--- config.mk ---
export PLATFORM = sky130hd
export DESIGN_NAME = memory_arbiter
export DESIGN_NICKNAME = d
export VERILOG_FILES = /design/src/rtl/memory_arbiter.sv
export SDC_FILE = /design/constraint.sdc
export NUM_CORES = 1
export LEC_CHECK = 0
export CORE_UTILIZATION = 30
export CTS_CLUSTER_SIZE = 8
export DETAILED_ROUTE_END_ITERATION = 10
export PLACE_DENSITY_LB_ADDON = 0.3
export SETUP_SLACK_MARGIN = 0.5
export SYNTH_ARGS = -nofsm -noshare
export SYNTH_HDL_FRONTEND = slang
export SYNTH_SLANG_ARGS = --single-unit
--- constraint.sdc ---
create_clock -name clk -period 1.95 [get_ports clk]
set_input_delay 0.39 -clock clk [delete_from_list [all_inputs] [get_ports clk]]
set_output_delay 0.39 -clock clk [all_outputs]
set_load 0.01 [all_outputs]
--- src/rtl/memory_arbiter.sv ---
// Two-requester (fetch / data) arbiter in front of a single-ported memory.
// Define MEMORY_ARBITER_ROUND_ROBIN_EN for alternating grants; default is fixed data priority.
module memory_arbiter #(
    parameter int ADDR_W = 32,
    parameter int DATA_W = 32
) (
    input  logic              clk,
    input  logic              rst_n,
    input  logic              fetch_req,
    input  logic [ADDR_W-1:0] fetch_addr,
    input  logic              fetch_flush,
    output logic [DATA_W-1:0] fetch_rdata,
    output logic              fetch_ready,
    input  logic              data_req,
    input  logic [ADDR_W-1:0] data_addr,
    input  logic              data_we,
    input  logic [DATA_W-1:0] data_wdata,
    input  logic [1:0]        data_mask,
    output logic [DATA_W-1:0] data_rdata,
    output logic              data_ready,
    output logic              mem_req,
    output logic [ADDR_W-1:0] mem_addr,
    output logic              mem_we,
    output logic [1:0]        mem_mask,
    output logic [DATA_W-1:0] mem_wdata,
    input  logic [DATA_W-1:0] mem_rdata,
    input  logic              mem_ack
);

    typedef logic [1:0] memory_mask_t;
    localparam memory_mask_t MEM_WORD = 2'b10;

    typedef enum logic [1:0] {IDLE, BUSY_F, BUSY_D, RESP} state_t;

    state_t              state_q, state_d;
    logic                gnt_fetch_q, gnt_fetch_d;
    logic                flush_q, flush_d;
    logic [ADDR_W-1:0]   addr_q, addr_d;
    logic                we_q, we_d;
    memory_mask_t        mask_q, mask_d;
    logic [DATA_W-1:0]   wdata_q, wdata_d;
    logic [DATA_W-1:0]   fetch_rdata_q, fetch_rdata_d;
    logic [DATA_W-1:0]   data_rdata_q, data_rdata_d;
    logic                pick_fetch;
`ifdef MEMORY_ARBITER_ROUND_ROBIN_EN
    logic                last_fetch_q, last_fetch_d;
`endif

    always_comb begin
        state_d       = state_q;
        gnt_fetch_d   = gnt_fetch_q;
        flush_d       = flush_q;
        addr_d        = addr_q;
        we_d          = we_q;
        mask_d        = mask_q;
        wdata_d       = wdata_q;
        fetch_rdata_d = fetch_rdata_q;
        data_rdata_d  = data_rdata_q;
`ifdef MEMORY_ARBITER_ROUND_ROBIN_EN
        last_fetch_d  = last_fetch_q;
        pick_fetch    = fetch_req && (!data_req || !last_fetch_q);
`else
        pick_fetch    = fetch_req && !data_req;
`endif
        case (state_q)
            IDLE: begin
                if (fetch_req || data_req) begin
                    gnt_fetch_d = pick_fetch;
`ifdef MEMORY_ARBITER_ROUND_ROBIN_EN
                    last_fetch_d = pick_fetch;
`endif
                    if (pick_fetch) begin
                        addr_d  = fetch_addr;
                        we_d    = 1'b0;
                        mask_d  = MEM_WORD;
                        wdata_d = '0;
                        flush_d = fetch_flush;
                        state_d = BUSY_F;
                    end else begin
                        addr_d  = data_addr;
                        we_d    = data_we;
                        mask_d  = (data_mask == 2'b11) ? MEM_WORD : data_mask;
                        wdata_d = data_wdata;
                        flush_d = 1'b0;
                        state_d = BUSY_D;
                    end
                end
            end
            BUSY_F: begin
                // A redirect anywhere in the transaction drops the result but lets memory finish.
                if (fetch_flush) flush_d = 1'b1;
                if (mem_ack) begin
                    if (!(flush_q || fetch_flush)) fetch_rdata_d = mem_rdata;
                    state_d = RESP;
                end
            end
            BUSY_D: begin
                if (mem_ack) begin
                    data_rdata_d = we_q ? '0 : mem_rdata;
                    state_d      = RESP;
                end
            end
            default: state_d = IDLE;
        endcase
    end

    always_ff @(posedge clk) begin
        if (!rst_n) begin
            state_q       <= IDLE;
            gnt_fetch_q   <= 1'b0;
            flush_q       <= 1'b0;
            addr_q        <= '0;
            we_q          <= 1'b0;
            mask_q        <= '0;
            wdata_q       <= '0;
            fetch_rdata_q <= '0;
            data_rdata_q  <= '0;
`ifdef MEMORY_ARBITER_ROUND_ROBIN_EN
            last_fetch_q  <= 1'b1;
`endif
        end else begin
            state_q       <= state_d;
            gnt_fetch_q   <= gnt_fetch_d;
            flush_q       <= flush_d;
            addr_q        <= addr_d;
            we_q          <= we_d;
            mask_q        <= mask_d;
            wdata_q       <= wdata_d;
            fetch_rdata_q <= fetch_rdata_d;
            data_rdata_q  <= data_rdata_d;
`ifdef MEMORY_ARBITER_ROUND_ROBIN_EN
            last_fetch_q  <= last_fetch_d;
`endif
        end
    end

    assign mem_req     = (state_q == BUSY_F) || (state_q == BUSY_D);
    assign mem_addr    = addr_q;
    assign mem_we      = we_q;
    assign mem_mask    = mask_q;
    assign mem_wdata   = wdata_q;
    assign fetch_ready = (state_q == RESP) && gnt_fetch_q && !flush_q;
    assign data_ready  = (state_q == RESP) && !gnt_fetch_q;
    assign fetch_rdata = fetch_rdata_q;
    assign data_rdata  = data_rdata_q;

endmodule

==> results of run 1 <==
power by group through the flow:
stage,clock (uW),combinational (uW),sequential (uW)
after floorplan,0,1340,3800
after CTS,3250,3150,3560
after detailed placement,0,3400,3600
after global routing,3390,3990,3650
final,3180,3690,3590
after global placement,0,3400,3600
through the flow:
| stage | setup slack [ns] | cells |
|---|---|---|
| floorplan | 0.489 | 620 |
| global placement | 0.121 | 1076 |
| detailed placement | 0.0398 | 1076 |
| CTS | 0.305 | 1110 |
| global route | 0.243 | 1123 |
| finish | 0.317 | 1123 |
final cells by class:
class | count | area [um2] | share of cell area (%)
Tap cell | 225 | 282 | 2.98
Antenna cell | 1 | 2.50 | 0.0265
Inverter | 5 | 23.8 | 0.252
Sequential cell | 135 | 2710 | 28.8
Timing Repair Buffer | 305 | 3120 | 33.0
Multi-Input combinational cell | 421 | 2720 | 28.8
Clock inverter | 12 | 129 | 1.37
Clock buffer | 19 | 453 | 4.80
flip-flops by register name (all words and copies together) (netlist names):
signal	count
mem_we	1
gnt_fetch_q	1
data_rdata	32
mem_wdata	32
mem_addr	32
fetch_rdata	32
flush_q	1
mem_mask	2
state_q	2
critical path, cell delays in order (launching register included):
cell,delay (ns)
dfxtp_4,0.39
ha_4,0.16
nor2b_2,0.14
buf_2,0.15
what timing repair did:
item / CTS / global route
pin swaps: 4 / 42
setup buffers: 3 / 1
setup endpoints to repair: 178 / 186
cloned: 0 / 11
gates resized for setup: 177 / 131
cell families (layout without fill, tap and decap cells):
family	Yosys count	after routing	share of synthesized area, %
AOI/OAI and AO/OA	208	208	24.2
adders and majority gates	5	5	1.15
buffers and inverters	64	341	5.15
DFF	135	135	49.9
other	0	1	0
and+or+nand+nor	208	208	19.7
worst paths after layout:
check / startpoint / end / cells after the start
worst max register to register: state_q[1] / fetch_rdata[1] / 7
worst min-delay path: rst_n / mem_addr[17] / 3
worst min register to register: fetch_rdata[19] / fetch_rdata[19] / 2
worst max-delay path: state_q[0] / data_ready / 3
Yosys cell counts:
cell	instances	area (um2)
nand2_1	131	492
buf_4	3	22.5
ha_1	5	62.6
o311a_1	1	10.0
dfxtp_1	135	2700
a32oi_1	1	8.76
o21bai_1	1	7.51
nor4bb_1	1	10.0
clkbuf_1	34	128
o21ai_0	33	165
a21boi_1	9	67.6
nand4b_1	32	280
a21boi_0	55	413
nor2_1	1	3.75
nand2b_1	1	6.26
or4b_1	1	10.0
and2_1	1	6.26
o221a_2	1	11.3
o21ai_1	3	15.0
inv_1	5	18.8
o211ai_1	2	15.0
o21a_1	1	7.51
nand4bb_1	1	11.3
buf_2	22	110
nor3b_1	2	15.0
a21oi_1	68	340
a22oi_1	33	248
nor2b_1	37	231
per-layer routing:
layer	vias to the layer above	wire [um]	track usage [%]
li1	2683	-	-
met1	2555	8210	23.1
met2	200	8970	30.8
met3	18	1420	6.08
met4	0	245	6.60
met5	-	0	0
==> Flow_metrics.wiki, run 1 <==
{| class="wikitable"
! Metric !! Value
|-
| Worst IR Drop VDD || 0.000730 V
|-
| TritonCTS clock tree || done
|-
| RSZ-0062 raised after global routing || true
|-
| Starting Density || 31.0%
|-
| Number of port buffers || 270
|-
| Internal Pwr Total || approximately 7100 uW
|-
| Vias in the first global route || approximately 5,200
|-
| Post-layout utilization of the core || 54.0%
|-
| Mapped Nets || 762
|-
| Post-detailed-route count of antenna-violating nets || 0
|-
| Total Routed Length || 18,800 um
|-
| Setup violators final || 0
|-
| Overall die area || 18,600 um2
|-
| P_sw || 3370 uW
|-
| Share of power burned in registers || between 30% and 40%
|-
| Number of storage elements in the synthesis netlist || 135
|-
| Total power per unit cell area || 1110 nW/um2
|-
| Portion of total power attributed to the clock network || 30.4%
|-
| Proportion of layout cells with a drive suffix above 1 || 16.6%
|-
| Final period demand of the worst path || 1.63 ns
|-
| Crit end category || primary output
|-
| Worst path required time || 1.56 ns
|-
| Relative contribution of combinational cells to total power || 35.3%
|-
| Chip Height || 136 um
|-
| Synth Area per Inst || 8.74 um2
|-
| Mapped Area || 5420 um2
|-
| Most common library cell in the layout ignoring fill and taps || clkdlybuf4s50_1
|-
| Number of buffers created by CTS || 17
|-
| Total Nets Final || 1,027
|-
| Minimum hold slack || 0.373 ns
|-
| Buffer levels on the longest clock path || 2
|-
| Via count || 5,456
|-
| Residual DRC || 0
|-
| Final slew viol count || 0
|-
| Post-detailed-route via-to-cell ratio || 4.86
|-
| Global-route wire length before repair || 27,200 um
|-
| HPWL after DPL || around 12,000 um
|-
| Sequential area share after synthesis || between 40% and 50%
|-
| Pin count of the biggest net entering global routing || 74
|-
| Max Cap Viol || 0
|-
| First-pass detailed-route iteration total || 4
|-
| CTS clk-pin slew, worst paths || 0.06 ns
|-
| H-tree depth || 4
|-
| Count of yosys warnings during synthesis || 0
|-
| Area added between synthesis and finish || 74.1%
|-
| Final instance area || around 9400 um2
|-
| Worst-Margin Slew || between 0.3 and 0.4 ns
|-
| Core Rows || 48
|-
| CTS sink count || 135
|-
| Result of the run || complete, no violations
|-
| Starting DRC count in detailed routing || roughly 280
|-
| Total global routing track utilization || about a fifth
|-
| Count of different cell masters after synthesis || 28
|-
| Core Box Area || around 17,000 um2
|-
| Commonest cells after routing, fill and taps aside || clkdlybuf4s50_1 (133), dfxtp_1 (130), nand2_1 (129), a21oi_1 (68), dlygate4sd2_1 (66)
|-
| R2R setup slack || 0.41 ns
|-
| Root buffer cell || clkbuf_16
|-
| Die width || 136 um
|-
| Switching Fraction || 32.2%
|-
| Skew-Pair Late Insertion Delay || 0.42 ns
|-
| Leak || approximately 0.0038 uW
|-
| Number of top-level pins || 271
|-
| Clock Skew || 0.00618 ns
|-
| Post-layout total power || approximately 10,000 uW
|-
| Standard cell area after detailed placement || 8480 um2
|-
| Post-Synthesis Cells || 620
|-
| Fmax || 612 MHz
|-
| Routed wire length per instance || ~17 um
|-
| Worst setup SP type || flip-flop
|-
| Number of antenna violations at the first check in global routing || 1
|-
| Fillcell total || approximately 1,600
|-
| HP Class || in -> reg
|-
| Hold bufs inserted after CTS || 0
|-
| CP Data Arrival Time || about 1.2 ns
|-
| RD Place Congestion || 0.771
|-
| Final global-route overflow total || 0
|-
| Relative slew slack || 77.6%
|-
| Critical path class || reg -> out
|-
| Hold Violations, Final || 0
|-
| Final worst-path cycle share || between 80% and 90%
|-
| Critical Path Fanout Max || 4
|-
| Setup TNS || 0 ns
|}
(Power assumes the default switching activity.)
==> run 2: changes to the inputs <==
==> constraint.sdc (replaced) <==
create_clock -name clk -period 1.55 [get_ports clk]
set_input_delay 0.31 -clock clk [delete_from_list [all_inputs] [get_ports clk]]
set_output_delay 0.31 -clock clk [all_outputs]
set_load 0.01 [all_outputs]
==> run 2 against run 1 <==
Net effect: the run now ends with setup timing left; largest cell class unchanged; highest routed layer unchanged; clock-buffer cell count rose by 5; total power rose by 55%; register-to-register slack got worse by 0.42 ns; cell area rose by 23%; global-route usage rose by 3.1 points; critical endpoint is now mem_wdata[31]; critical path type is now reg -> reg.
==> Flow_metrics.wiki, run 2 (synthesis results as in run 1) <==
{| class="wikitable"
! Metric !! Value
|-
| Final worst-path cycle share || 101%
|-
| Worst-Margin Slew || roughly 0.36 ns
|-
| HPWL after DPL || 12,200 um
|-
| Setup violators final || 1
|-
| Pin count of the biggest net entering global routing || 48
|-
| Total global routing track utilization || 21.9%
|-
| Reg-to-Reg Start || state_q[1]
|-
| Number of antenna violations at the first check in global routing || 0
|-
| Diodes inserted || 0
|-
| CTS clk-pin slew, worst paths || 0.06 ns
|-
| Core Rows || 48
|-
| Max Cap Viol || 0
|-
| Chip Height || ~140 um
|-
| H-tree depth || 4
|-
| Number of port buffers || 270
|-
| First-pass detailed-route iteration total || 5
|-
| Proportion of layout cells with a drive suffix above 1 || 60.4%
|-
| Endpoint of the worst register-to-register path || mem_wdata[31]
|-
| Leak || 0.00472 uW
|-
| CP Data Arrival Time || 1.86 ns
|-
| Setup TNS || -0.00984 ns
|-
| Finished Layout Cells || between 1,000 and 1,500
|-
| Fmax || 641 MHz
|-
| Critical Path Fanout Max || 7
|-
| Buffer levels on the longest clock path || 2
|-
| Critical Path Start || state_q[1]
|-
| Critical path class || reg -> reg
|-
| Worst IR Drop VDD || 0.000911 V
|-
| Number of top-level pins || 271
|-
| Commonest cells after routing, fill and taps aside || buf_6 (147), clkdlybuf4s50_1 (134), dfxtp_2 (131), nand2_1 (73), buf_4 (67)
|-
| Skew-Pair Late Insertion Delay || between 0.4 and 0.5 ns
|-
| Number of cells traversed by the worst register-to-register path || 8
|-
| Hold Violations, Final || 0
|-
| Total Nets Final || between 1,000 and 1,500
|-
| Worst path required time || 1.85 ns
|-
| Total Routed Length || 22,800 um
|-
| Final slew viol count || 0
|-
| Post-detailed-route count of antenna-violating nets || 0
|-
| Post-layout total power || about 16,000 uW
|-
| Critical path endpoint || mem_wdata[31]
|-
| CP max stage delay || 0.39 ns
|-
| Worst setup SP type || flip-flop
|-
| Via count || 6,065
|-
| RD Place Congestion || 0.799
|-
| Most common library cell in the layout ignoring fill and taps || buf_6
|-
| Die width || 136 um
|-
| HP Class || in -> reg
|-
| Number of buffers created by CTS || 17
|-
| Starting Density || 31.0%
|-
| Post-detailed-route via-to-cell ratio || 5.02
|-
| R2R setup slack || -0.01 ns
|-
| Crit end category || flip-flop
|-
| Final worst setup slack || -0.00984 ns
|-
| Placed cell count || 1,086
|-
| Violated checks || setup timing
|-
| Routed wire length per instance || between 15 and 20 um
|-
| Result of the run || complete, but fails checks
|-
| Total power per unit cell area || 1400 nW/um2
|-
| Final global-route overflow total || 0
|-
| Overall die area || about 19,000 um2
|-
| Starting DRC count in detailed routing || 282
|-
| TritonCTS clock tree || done
|-
| CTS sink count || between 100 and 150
|-
| Vias in the first global route || 5,768
|-
| Core Box Area || about 17,000 um2
|-
| Residual DRC || 0
|-
| Area added between synthesis and finish || 115%
|-
| Relative slew slack || 76.1%
|-
| Global-route wire length before repair || just over 30,000 um
|-
| Clock Skew || 0.00871 ns
|-
| Root buffer cell || clkbuf_16
|-
| Worst path cell trace || inv_6 -> ha_4 -> buf_12 -> and2_4 -> buf_6 -> buf_16 -> a22oi_2 -> nor2b_1
|-
| Final period demand of the worst path || around 1.6 ns
|-
| Crit path max-delay cell type || dfxtp_4
|-
| RSZ-0062 raised after global routing || true
|}
-- run 2: critical path: cells and delay by family, from the launching register on --
family,cells,cell delay [ns]
AOI/OAI and AO/OA,1,0.18
adders and majority gates,1,0.17
buffers and inverters,4,0.45
DFF,1,0.39
and+or+nand+nor,2,0.26
-- run 2: routing by layer --
| layer | track usage (%) | share of wire (%) | vias up |
|---|---|---|---|
| li1 | - | - | 2869 |
| met1 | 26.0 | 40 | 2935 |
| met2 | 37.3 | 52 | 232 |
| met3 | 6.49 | 6.5 | 29 |
| met4 | 7.78 | 2.0 | 0 |
| met5 | 0 | 0 | - |
-- run 2: report_power, final --
| part | switching (uW) | internal, uW | leakage (uW) |
|---|---|---|---|
| combinational | 3030 | 4160 | 0.00327 |
| sequential | 537 | 4260 | 0.00116 |
| clock | 1530 | 2740 | 0.000292 |
-- run 2: worst min-delay path by stage --
stage | from | endpoint | slack (ns) | cells after the start
final | rst_n | mem_addr[27] | 0.21 | 3
after floorplan | data_addr[25] | mem_addr[25] | 0.44 | 2
after CTS | rst_n | mem_addr[24] | 0.21 | 3
after global placement | fetch_rdata[19] | fetch_rdata[19] | 0.44 | 2
after global routing | rst_n | mem_addr[27] | 0.20 | 3
after detailed placement | fetch_rdata[27] | fetch_rdata[27] | 0.45 | 2
-- run 2: layout make-up --
type / count / area [um2]
clock buffers: 24 / 462
multi-input cells: 421 / 3360
fillers: 1312 / 5850
repair buffers: 391 / 4480
well taps: 225 / 282
flip-flops and latches: 135 / 2870
inverters: 5 / 26.3
clock inverters: 8 / 146
-- run 2: per-stage QoR --
step	util (%)	cell area (um2)	hold slack, ns	setup slack (ns)
final	66.5	11600	0.211	-0.00984
after global routing	66.5	11600	0.205	-0.0478
after CTS	59.9	10500	0.213	-0.0313
after detailed placement	50.0	8740	0.450	-0.209
after global placement	50.0	8740	0.442	-0.170
after floorplan	-	5680	0.444	0.0904
-- run 2: what timing repair did --
action,in CTS,in global routing
setup buffers,27,40
endpoints found under the setup margin,269,269
cloned,12,12
pin swaps,34,59
resized for setup,912,182
hold buffers,0,0
